[src/rtl/vend_pkg.sv]
// vend_pkg: coin values, coin selector and FSM state encoding shared by the vending/change FSMs
// Contents: state_t (IDLE/DISPENSE/GAP/DONE), coin_t, coin value constants, coin_value(), is_mult5()
package vend_pkg;
    localparam int NICKEL_C  = 5;
    localparam int DIME_C    = 10;
    localparam int QUARTER_C = 25;
    localparam int GAP_W     = 4;
    typedef enum logic [1:0] {ST_IDLE, ST_DISPENSE, ST_GAP, ST_DONE} state_t;
    typedef enum logic [1:0] {COIN_N, COIN_D, COIN_Q} coin_t;
    function automatic int coin_value(input coin_t c);
        return (c == COIN_Q) ? QUARTER_C : (c == COIN_D) ? DIME_C : NICKEL_C;
    endfunction
    function automatic logic is_mult5(input int unsigned a);
        return (a % 5) == 0;
    endfunction
endpackage

[src/rtl/change_dispenser_if.sv]
// change_dispenser_if: request/coin-eject bundle between a controller and the change dispenser
// Ports: Start/Amount/Ready (controller -> dispenser); Busy, QuarterOut, DimeOut, NickelOut,
//        Done, Error, CoinCount (dispenser -> controller)
interface change_dispenser_if #(parameter int AMT_W = 6);
    logic             Start;
    logic [AMT_W-1:0] Amount;
    logic             Ready;
    logic             Busy;
    logic             QuarterOut;
    logic             DimeOut;
    logic             NickelOut;
    logic             Done;
    logic             Error;
    logic [3:0]       CoinCount;
    modport master (output Start, Amount, Ready,
                    input  Busy, QuarterOut, DimeOut, NickelOut, Done, Error, CoinCount);
    modport slave  (input  Start, Amount, Ready,
                    output Busy, QuarterOut, DimeOut, NickelOut, Done, Error, CoinCount);
endinterface

[src/rtl/gap_timer.sv]
// gap_timer: reloadable down-counter that flags the final cycle of an inter-coin gap
// Ports: i_clk, i_rst_n (async active-low), i_load (reload with GAP_CYCLES), o_expire (last gap cycle)
module gap_timer import vend_pkg::*; #(
    parameter int GAP_CYCLES = 2
) (
    input  logic i_clk,
    input  logic i_rst_n,
    input  logic i_load,
    output logic o_expire
);
    logic [GAP_W-1:0] r_cnt;
    always_ff @(posedge i_clk or negedge i_rst_n) begin
        if (!i_rst_n) r_cnt <= '0;
        else if (i_load) r_cnt <= GAP_W'(GAP_CYCLES);
        else if (r_cnt != '0) r_cnt <= r_cnt - GAP_W'(1);
    end
    // Loaded on the coin edge, so a count of 1 marks the GAP_CYCLES-th gap cycle
    assign o_expire = (r_cnt == GAP_W'(1));
endmodule

[src/rtl/change_dispenser.sv]
// change_dispenser: greedy quarter/dime/nickel change dispenser with enforced inter-coin gap
// Ports: Clk, Reset (async active-low); bus (slave): Start/Amount/Ready in, Busy, coin pulses,
//        Done, Error, CoinCount out -- all outputs registered
module change_dispenser import vend_pkg::*; #(
    parameter int GAP_CYCLES = 2,
    parameter int AMT_W      = 6
) (
    input logic               Clk,
    input logic               Reset,
    change_dispenser_if.slave bus
);
    state_t           r_state;
    logic [AMT_W-1:0] r_rem;
    logic [3:0]       r_cnt;
    logic             r_busy, r_q, r_d, r_n, r_done, r_err;
    coin_t            w_coin;
    logic [AMT_W-1:0] w_coin_val;
    logic             w_load, w_expire;
    always_comb begin
        w_coin     = (r_rem >= AMT_W'(QUARTER_C)) ? COIN_Q : (r_rem >= AMT_W'(DIME_C)) ? COIN_D : COIN_N;
        w_coin_val = AMT_W'(coin_value(w_coin));
    end
    assign w_load = (r_state == ST_DISPENSE) && (r_rem != '0) && bus.Ready;
    gap_timer #(.GAP_CYCLES(GAP_CYCLES)) u_gap (
        .i_clk    (Clk),
        .i_rst_n  (Reset),
        .i_load   (w_load),
        .o_expire (w_expire)
    );
    always_ff @(posedge Clk or negedge Reset) begin
        if (!Reset) begin
            r_state <= ST_IDLE;
            r_rem   <= '0;
            r_cnt   <= '0;
            r_busy  <= 1'b0;
            r_q     <= 1'b0;
            r_d     <= 1'b0;
            r_n     <= 1'b0;
            r_done  <= 1'b0;
            r_err   <= 1'b0;
        end else begin
            r_q    <= 1'b0;
            r_d    <= 1'b0;
            r_n    <= 1'b0;
            r_done <= 1'b0;
            r_err  <= 1'b0;
            case (r_state)
                ST_IDLE: begin
                    if (bus.Start && is_mult5(32'(bus.Amount))) begin
                        r_rem   <= bus.Amount;
                        r_cnt   <= '0;
                        r_busy  <= 1'b1;
                        r_state <= ST_DISPENSE;
                    end else if (bus.Start) begin
                        r_err <= 1'b1;
                    end
                end
                ST_DISPENSE: begin
                    if (r_rem == '0) begin
                        r_done  <= 1'b1;
                        r_state <= ST_DONE;
                    end else if (bus.Ready) begin
                        // Greedy choice never exceeds r_rem, so the subtraction cannot wrap
                        r_q     <= (w_coin == COIN_Q);
                        r_d     <= (w_coin == COIN_D);
                        r_n     <= (w_coin == COIN_N);
                        r_rem   <= r_rem - w_coin_val;
                        r_cnt   <= (r_cnt == 4'hF) ? r_cnt : r_cnt + 4'd1;
                        r_state <= ST_GAP;
                    end
                end
                ST_GAP: begin
                    if (w_expire && r_rem != '0) begin
                        r_state <= ST_DISPENSE;
                    end else if (w_expire) begin
                        r_done  <= 1'b1;
                        r_state <= ST_DONE;
                    end
                end
                ST_DONE: begin
                    r_busy  <= 1'b0;
                    r_state <= ST_IDLE;
                end
                default: r_state <= ST_IDLE;
            endcase
        end
    end
    assign bus.Busy       = r_busy;
    assign bus.QuarterOut = r_q;
    assign bus.DimeOut    = r_d;
    assign bus.NickelOut  = r_n;
    assign bus.Done       = r_done;
    assign bus.Error      = r_err;
    assign bus.CoinCount  = r_cnt;
endmodule

[src/flat_wrapper.sv]
// flat-port wrapper written by rule: the top's interface ports become plain ports
module change_dispenser_flat import vend_pkg::*;
#(
    parameter int GAP_CYCLES = 2,
    parameter int AMT_W      = 6
)
  (Clk, Reset, bus_Start, bus_Amount, bus_Ready, bus_Busy, bus_QuarterOut, bus_DimeOut, bus_NickelOut, bus_Done, bus_Error, bus_CoinCount);
  change_dispenser_if #(.AMT_W(AMT_W)) bus_i ();
  input logic Clk;
  input logic Reset;
  input wire logic [$bits(bus_i.Start)-1:0] bus_Start;
  input wire logic [$bits(bus_i.Amount)-1:0] bus_Amount;
  input wire logic [$bits(bus_i.Ready)-1:0] bus_Ready;
  output wire logic [$bits(bus_i.Busy)-1:0] bus_Busy;
  output wire logic [$bits(bus_i.QuarterOut)-1:0] bus_QuarterOut;
  output wire logic [$bits(bus_i.DimeOut)-1:0] bus_DimeOut;
  output wire logic [$bits(bus_i.NickelOut)-1:0] bus_NickelOut;
  output wire logic [$bits(bus_i.Done)-1:0] bus_Done;
  output wire logic [$bits(bus_i.Error)-1:0] bus_Error;
  output wire logic [$bits(bus_i.CoinCount)-1:0] bus_CoinCount;
  assign bus_i.Start = bus_Start;
  assign bus_i.Amount = bus_Amount;
  assign bus_i.Ready = bus_Ready;
  assign bus_Busy = bus_i.Busy;
  assign bus_QuarterOut = bus_i.QuarterOut;
  assign bus_DimeOut = bus_i.DimeOut;
  assign bus_NickelOut = bus_i.NickelOut;
  assign bus_Done = bus_i.Done;
  assign bus_Error = bus_i.Error;
  assign bus_CoinCount = bus_i.CoinCount;
  change_dispenser #(.GAP_CYCLES(GAP_CYCLES), .AMT_W(AMT_W)) u_core (.Clk(Clk), .Reset(Reset), .bus(bus_i));
endmodule
[config.mk]
export PLATFORM = sky130hd
export DESIGN_NAME = change_dispenser_flat
export DESIGN_NICKNAME = d
export VERILOG_FILES = /design/src/rtl/vend_pkg.sv /design/src/rtl/change_dispenser_if.sv /design/src/rtl/gap_timer.sv /design/src/rtl/change_dispenser.sv /design/src/flat_wrapper.sv
export SDC_FILE = /design/constraint.sdc
export NUM_CORES = 1
export LEC_CHECK = 0
export ABC_AREA = 1
export CORE_UTILIZATION = 60
export CTS_CLUSTER_DIAMETER = 60
export DETAILED_ROUTE_END_ITERATION = 7
export GPL_ROUTABILITY_DRIVEN = 0
export PLACE_DENSITY = 0.83
export RECOVER_POWER = 100
export SYNTH_ARGS = -nofsm -noshare
export SYNTH_HDL_FRONTEND = slang
export SYNTH_HIERARCHICAL = 1
export SYNTH_SLANG_ARGS = --single-unit
[constraint.sdc]
create_clock -name Clk -period 3.87 [get_ports Clk]
set_input_delay 0.5805 -clock Clk [delete_from_list [all_inputs] [get_ports Clk]]
set_output_delay 0.5805 -clock Clk [all_outputs]
set_load 0.01 [all_outputs]
==> results.md, run 1 <==
- Final Cell Area: 2450 um^2
- Antenna-violating nets left: 0
- Sequential fraction of the synthesis area: a little over a quarter
- Non-Filler Instances: 377
- Clk slew on worst S/H paths: 120 ps
- Total Routing Usage GR: 25.3%
- Total global routing overflow: 0
- Post-synth ARST share: between 90% and 100%
- Fill cell count: 297
- Adder-cell area share of the yosys netlist: 9.83%
- Tcrit/Tclk final: 94.5%
- Via density: 5.32
- Final core occ: around 73%
- Mapped Nets: approximately 320
- Hold Crit Class: reg -> reg
- Antenna violations before repair: 0
- Chip Width: 61.3 um
- Sequential Area: ~550 um^2
- Hold Slack: 551 ps
- Drt total wl: between 4000 and 5000 um
- # diodes: 0
- Power density over the cells: 654 nW/um^2
- Mux contribution to synthesized area: 0%
- Tightest Pin Transition: 994 ps
- Iteration-0 DRC Markers: 147
- IO buf count: 19
- Routed vias: 2006
- CTS tree: built
- Power after layout: about 1.6 mW
- Largest family of logic cells by synthesized area: simple AND/OR/NAND/NOR gates
- Fin. Hold Viols: 0
- Startpoint types: input pin
- Fmax: 273 MHz
- Worst EP arrival: 3910 ps
- H-tree depth: 1
- Share of the synthesized area in the top cell type: 26.1%
- Largest cells by area after synthesis: dfrtp_1, nand2_1, ha_1, nand3_1, inv_1
- CTS Buf Count: 3
- CTS sink cnt: 22
- Leak Pwr: around 1.3 nW
- Hold bufs inserted after CTS: 0
- Num ports: 20
- Number of synthesized flops with an enable pin: 0
- CP Capture Type: flop
- Chip height: 61.3 um
- Final Max Slew Viols: 0
- Initial Util: 62.8%
- DRC: 0
- Placed insts: 369
- Synthesis warning total: 6
- Hpwl dp: 3470 um
- Placed instance area: 2390 um^2
- #FFs+latches synth: 22
- Post-synth top area cell: dfrtp_1
- Max Root-Sink Buffers: 2
- Cell area after synthesis: 2110 um^2
- Root buf cell: clkbuf_4
- Post-Synthesis Cells: 298
- Final setup viols: 0
- Synth cell types: 37
- Worst setup path category: in -> reg
- Final min period: 3660 ps
- Vias in the first global route: 1726
- Top_reg_cell synth: dfrtp_1
- Area of the multi-input gates: 1370 um^2
- Xor and xnor area share after synthesis: 3.32%
- Required @ worst endpoint: 4120 ps
- Site Rows: 21
- Nets: 358
- Layout cells sized above 1: 17.2%
- Mean Syn Cell Area: between 7 and 8 um^2
- Area Overhead vs Synth: 16.2%
- Post-Synth Simple-Gate Area: 41.9%
- Core Footprint: 3360 um^2
- Top cells by count, synth: nand2_1, inv_1, nand3_1
- First-pass GRT wire length: 7150 um
- Slew HR: 33.5%
- Clk_skew: 7.63 ps
- Pin count of the biggest net entering global routing: 23
- Worst vdd ir: 0.000451 V
- Status: completed
- Die area: 3760 um^2
- Worst-path maximum fanout: 5
- Max Cap Viol: 0
- Drt first pass iters: 5
- Worst-Skew Late Latency: ~310 ps
- WL/cell: 11.9 um
- Synth Area in Compound Gates: 9.30%
- Count leader, synth: nand2_1
-- timing repair --
item,CTS,global route
setup buffers,0,2
endpoints found under the hold margin,0,0
gates resized for setup,0,2
setup endpoints to repair,0,13
-- layout make-up --
class                   count  area share [%]
multi-input cells         231            55.8
repair buffers             31            11.4
inverters                  43            6.57
well taps                  46            2.34
flip-flops and latches     22            22.4
clock buffers               4            1.48
-- sequential cells by signal, summed over array words and instances, names as in the netlist --
signal	flops
u_core/bus.Busy	1
u_core/bus.Error	1
u_core/u_gap/r_cnt	4
u_core/bus.CoinCount	4
u_core/r_state	2
u_core/r_rem	6
u_core/bus.DimeOut	1
u_core/bus.Done	1
u_core/bus.NickelOut	1
u_core/bus.QuarterOut	1
-- worst paths after layout --
path	start	end	slack, ps	depth (start not counted)
worst max register to register	u_core/r_rem[1]	u_core/r_rem[5]	1220	16
worst min register to register	u_core/bus.CoinCount[1]	u_core/bus.CoinCount[1]	550	2
worst max-delay path	bus_Amount[3]	u_core/r_rem[5]	210	27
min in group asynchronous	Reset	u_core/bus.Error	860	1
max in group asynchronous	Reset	u_core/u_gap/r_cnt[2]	2400	1
worst min-delay path	u_core/bus.CoinCount[1]	u_core/bus.CoinCount[1]	550	2
-- metrics by stage --
step                worst slack, ps  setup TNS (ps)
floorplan                       575               0
global placement               78.1               0
detailed placement            -96.0            -941
CTS                             227               0
global route                  -8.11           -13.9
finish                          212               0
-- worst max-delay path: stages --
cell and delay, ps:
clkdlybuf4s50_1 440, inv_2 70, nand2_2 60, ha_1 300, o21bai_2 190, nand2_2 80
nor2_1 120, nand3_2 80, nand2_1 110, inv_2 60, ha_1 170, inv_1 50
nand3_1 110, nand2_4 120, nand3_1 80, nor2_2 140, nand2_1 70, nand2_1 70
nand3_1 80, nor2_1 100, nand2_1 80, a21oi_1 150, nand4_2 150, nand2_4 130
buf_4 140, nand3_1 70, nand2_1 110
-- cell usage in the layout, fill, tap and decap left out, types with 2 or more instances in the layout --
| master | instances |
|---|---|
| dfrtp_1 | 22 |
| xnor2_1 | 4 |
| o211ai_1 | 2 |
| clkdlybuf4s50_1 | 8 |
| o21ai_0 | 10 |
| nand4_1 | 4 |
| nor3_1 | 2 |
| inv_1 | 36 |
| a21oi_1 | 8 |
| nand2_4 | 4 |
| nand2_1 | 80 |
| o21ai_1 | 4 |
| nand2_2 | 11 |
| o21ai_2 | 2 |
| ha_1 | 15 |
| nand4_2 | 3 |
| dlygate4sd3_1 | 11 |
| nor2_2 | 4 |
| nor2_1 | 24 |
| buf_4 | 12 |
| nand3_1 | 33 |
| nand3_2 | 4 |
| nor3b_1 | 2 |
| clkbuf_4 | 3 |
| xor2_1 | 4 |
| inv_2 | 7 |
-- power breakdown --
group          switching (mW)  internal [mW]  total (mW)
Sequential             0.0850          0.316       0.401
Clock                  0.0702         0.0575       0.128
Combinational           0.647          0.428        1.08
Total                   0.803          0.802        1.60
-- logic make-up (layout without fill, tap and decap cells) --
group | after synthesis | count (layout)
DFF | 22 | 22
and+or+nand+nor | 174 | 176
xor gates and xnor gates | 8 | 8
AOI/OAI and AO/OA | 31 | 31
adders and majority gates | 16 | 16
buffers and inverters | 47 | 78
-- per-layer routing --
metal	vias up	track usage [%]	part of all wire [%]
li1	1032	-	-
met1	924	31.7	46
met2	46	45.3	49
met3	4	3.99	4.0
met4	0	6.67	0.56
met5	-	0	0
No activity file was read; power rests on OpenSTA's default activity.
==> run 2, diff against run 1 <==
--- a/config.mk
+++ b/config.mk
@@ -8,2 +8,4 @@
 export ABC_AREA = 1
+export CAP_MARGIN = 10
+export CORE_MARGIN = 4
 export CORE_UTILIZATION = 60
==> constraint.sdc (replaced) <==
create_clock -name Clk -period 3.87 [get_ports Clk]
set_input_delay 0.774 -clock Clk [delete_from_list [all_inputs] [get_ports Clk]]
set_output_delay 0.774 -clock Clk [all_outputs]
set_load 0.01 [all_outputs]
==> run 2 against run 1 <==
Wire length rose by 5.9%; setup slack improved by 20 ps; power rose by 2.1%; die area rose by 21%; via count rose by 1.8%; core utilization rose by 2.7 points; clock-buffer cell count did not move; register-to-register slack barely moved; clock skew fell by 1.6 ps; sequential share of layout area fell by 0.80 points; cell count rose by 1.6%; first-iteration DRC count fell by 29%; critical path type unchanged; largest power group unchanged.
==> results.md, run 2 (same netlist as run 1, synthesis figures left out) <==
- Post-CTS Setup Bufs: 0
- Fin. Hold Viols: 0
- Initial Util: 62.8%
- WL met1: ~2200 um
- Startpoint types: input pin
- Vias in the first global route: 1880
- Total Routing Usage GR: 22.3%
- Highest routed layer: met4
- Placed insts: 378
- Hpwl dp: between 3000 and 4000 um
- Fin Setup TNS: 0 ps
- Final min period: 3640 ps
- Nets: 364
- CTS Buf Count: 3
- Tightest Pin Transition: a little over 1000 ps
- Chip height: 67.3 um
- Core Footprint: 3360 um^2
- Worst vdd ir: around 0.00046 V
- Final setup viols: 0
- Clk_skew: 5.99 ps
- Most common cell after layout, fill and taps aside: nand2_1
- H-tree depth: 1
- Max Cap Viol: 0
- # diodes: 0
- PostCTS Resize Cnt: 0
- Power density over the cells: 644 nW/um^2
- Max Root-Sink Buffers: 2
- Site Rows: 21
- Clk slew on worst S/H paths: 120 ps
- Worst-Skew Late Latency: 310 ps
- Worst reg2reg setup slack: 1210 ps
- CP Capture Type: flop
- Hold bufs inserted after CTS: 0
- Area Overhead vs Synth: 20.5%
- Leak Pwr: 1.38 nW
- Antenna violations before repair: 0
- Total global routing overflow: 0
- Via density: roughly 5.3
- Chip Width: approximately 67 um
- Root buf cell: clkbuf_4
- Final worst slack: 232 ps
- DRC: 0
- Slew HR: a little under a third
- Non-Filler Instances: roughly 380
- Die area: roughly 4500 um^2
- Number of flip-flops in the largest register: 6
- Num ports: 20
- Met2 wire length: 2420 um
- CTS tree: built
- First-pass GRT wire length: 7950 um
- Drt first pass iters: 4
- Final Max Slew Viols: 0
- Pin count of the biggest net entering global routing: 23
- Post-Place Worst Slack: -187 ps
- Tcrit/Tclk final: a little over nine tenths
- Iteration-0 DRC Markers: 105
- IO buf count: 19
- Worst-path maximum fanout: 7
- Worst setup path category: in -> reg
- DR WL met3: 131 um
- Top reg by flops: u_core/r_rem
- Antenna-violating nets left: 0
- CTS sink cnt: 22
- Status: completed
- Layout cells sized above 1: 19.6%
- WL/cell: 12.4 um
- Required @ worst endpoint: 4120 ps
- Hold Crit Class: reg -> reg
- Fmax: 275 MHz
- Most frequent cells in the layout: nand2_1, inv_1, nand3_1
- Worst EP arrival: slightly below 4000 ps
- Drt total wl: around 4700 um
- Routed vias: ~2000
[run 2: cell count changes in the layout (fill, tap and decap cells not counted), sizes merged]
cell,previous run,this run
clkdlybuf4s50,8,7
buf,12,19
dlymetal6s2s,0,1
nand2,95,94
[run 2: final cells by class]
cell class              instances  area, um^2
repair buffers                 38         352
multi-input cells             230        1390
clock buffers                   4        36.3
well taps                      46        57.6
inverters                      43         161
flip-flops and latches         22         551
fillers                       276         817
[run 2: final timing paths]
path,cells after the start,startpoint,endpoint
setup reg to reg,13,u_core/r_rem[1],u_core/r_rem[4]
hold reg to reg,2,u_core/r_rem[2],u_core/r_rem[2]
max in group asynchronous,1,Reset,u_core/r_rem[2]
setup / recovery,24,bus_Amount[3],u_core/r_rem[2]
hold / removal,2,u_core/r_rem[2],u_core/r_rem[2]
min in group asynchronous,1,Reset,u_core/bus.Busy
[run 2: critical path, cell delays in order]
cell and delay, ps:
clkdlybuf4s50_1 490, inv_2 50, nand2_2 90, ha_4 200, o21bai_2 140, buf_4 140, nand3_1 60, nand3_1 100
nand2_1 70, inv_1 80, buf_4 120, ha_1 190, xor2_1 170, inv_1 50, nand2_1 60, nand2_1 70
nor2_1 140, nand4_1 150, a21oi_2 170, nand4_2 110, nand2_4 150, buf_12 130, nand3_1 70, nand2_1 100
[run 2: layer usage]
metal	global-route usage (%)	vias to the layer above
met3	3.66	2
met4	4.56	0
met1	28.6	965
li1	-	1042
met5	0	-
met2	39.5	34
[run 2: per-stage QoR]
stage	hold slack [ps]	instance area (um^2)	utilization [%]	power, mW
after floorplan	464	2110	-	1.22
after global placement	494	2470	73.5	1.46
after detailed placement	500	2470	73.5	1.50
after CTS	529	2510	74.6	1.63
after global routing	559	2550	75.7	1.82
final	525	2550	75.7	1.64
[run 2: report_power, final]
part           total [mW]  switching (mW)  leakage [nW]  internal, mW
clock network       0.129          0.0721        0.0210        0.0574
registers           0.399          0.0829         0.285         0.316
logic                1.11           0.654          1.08         0.457
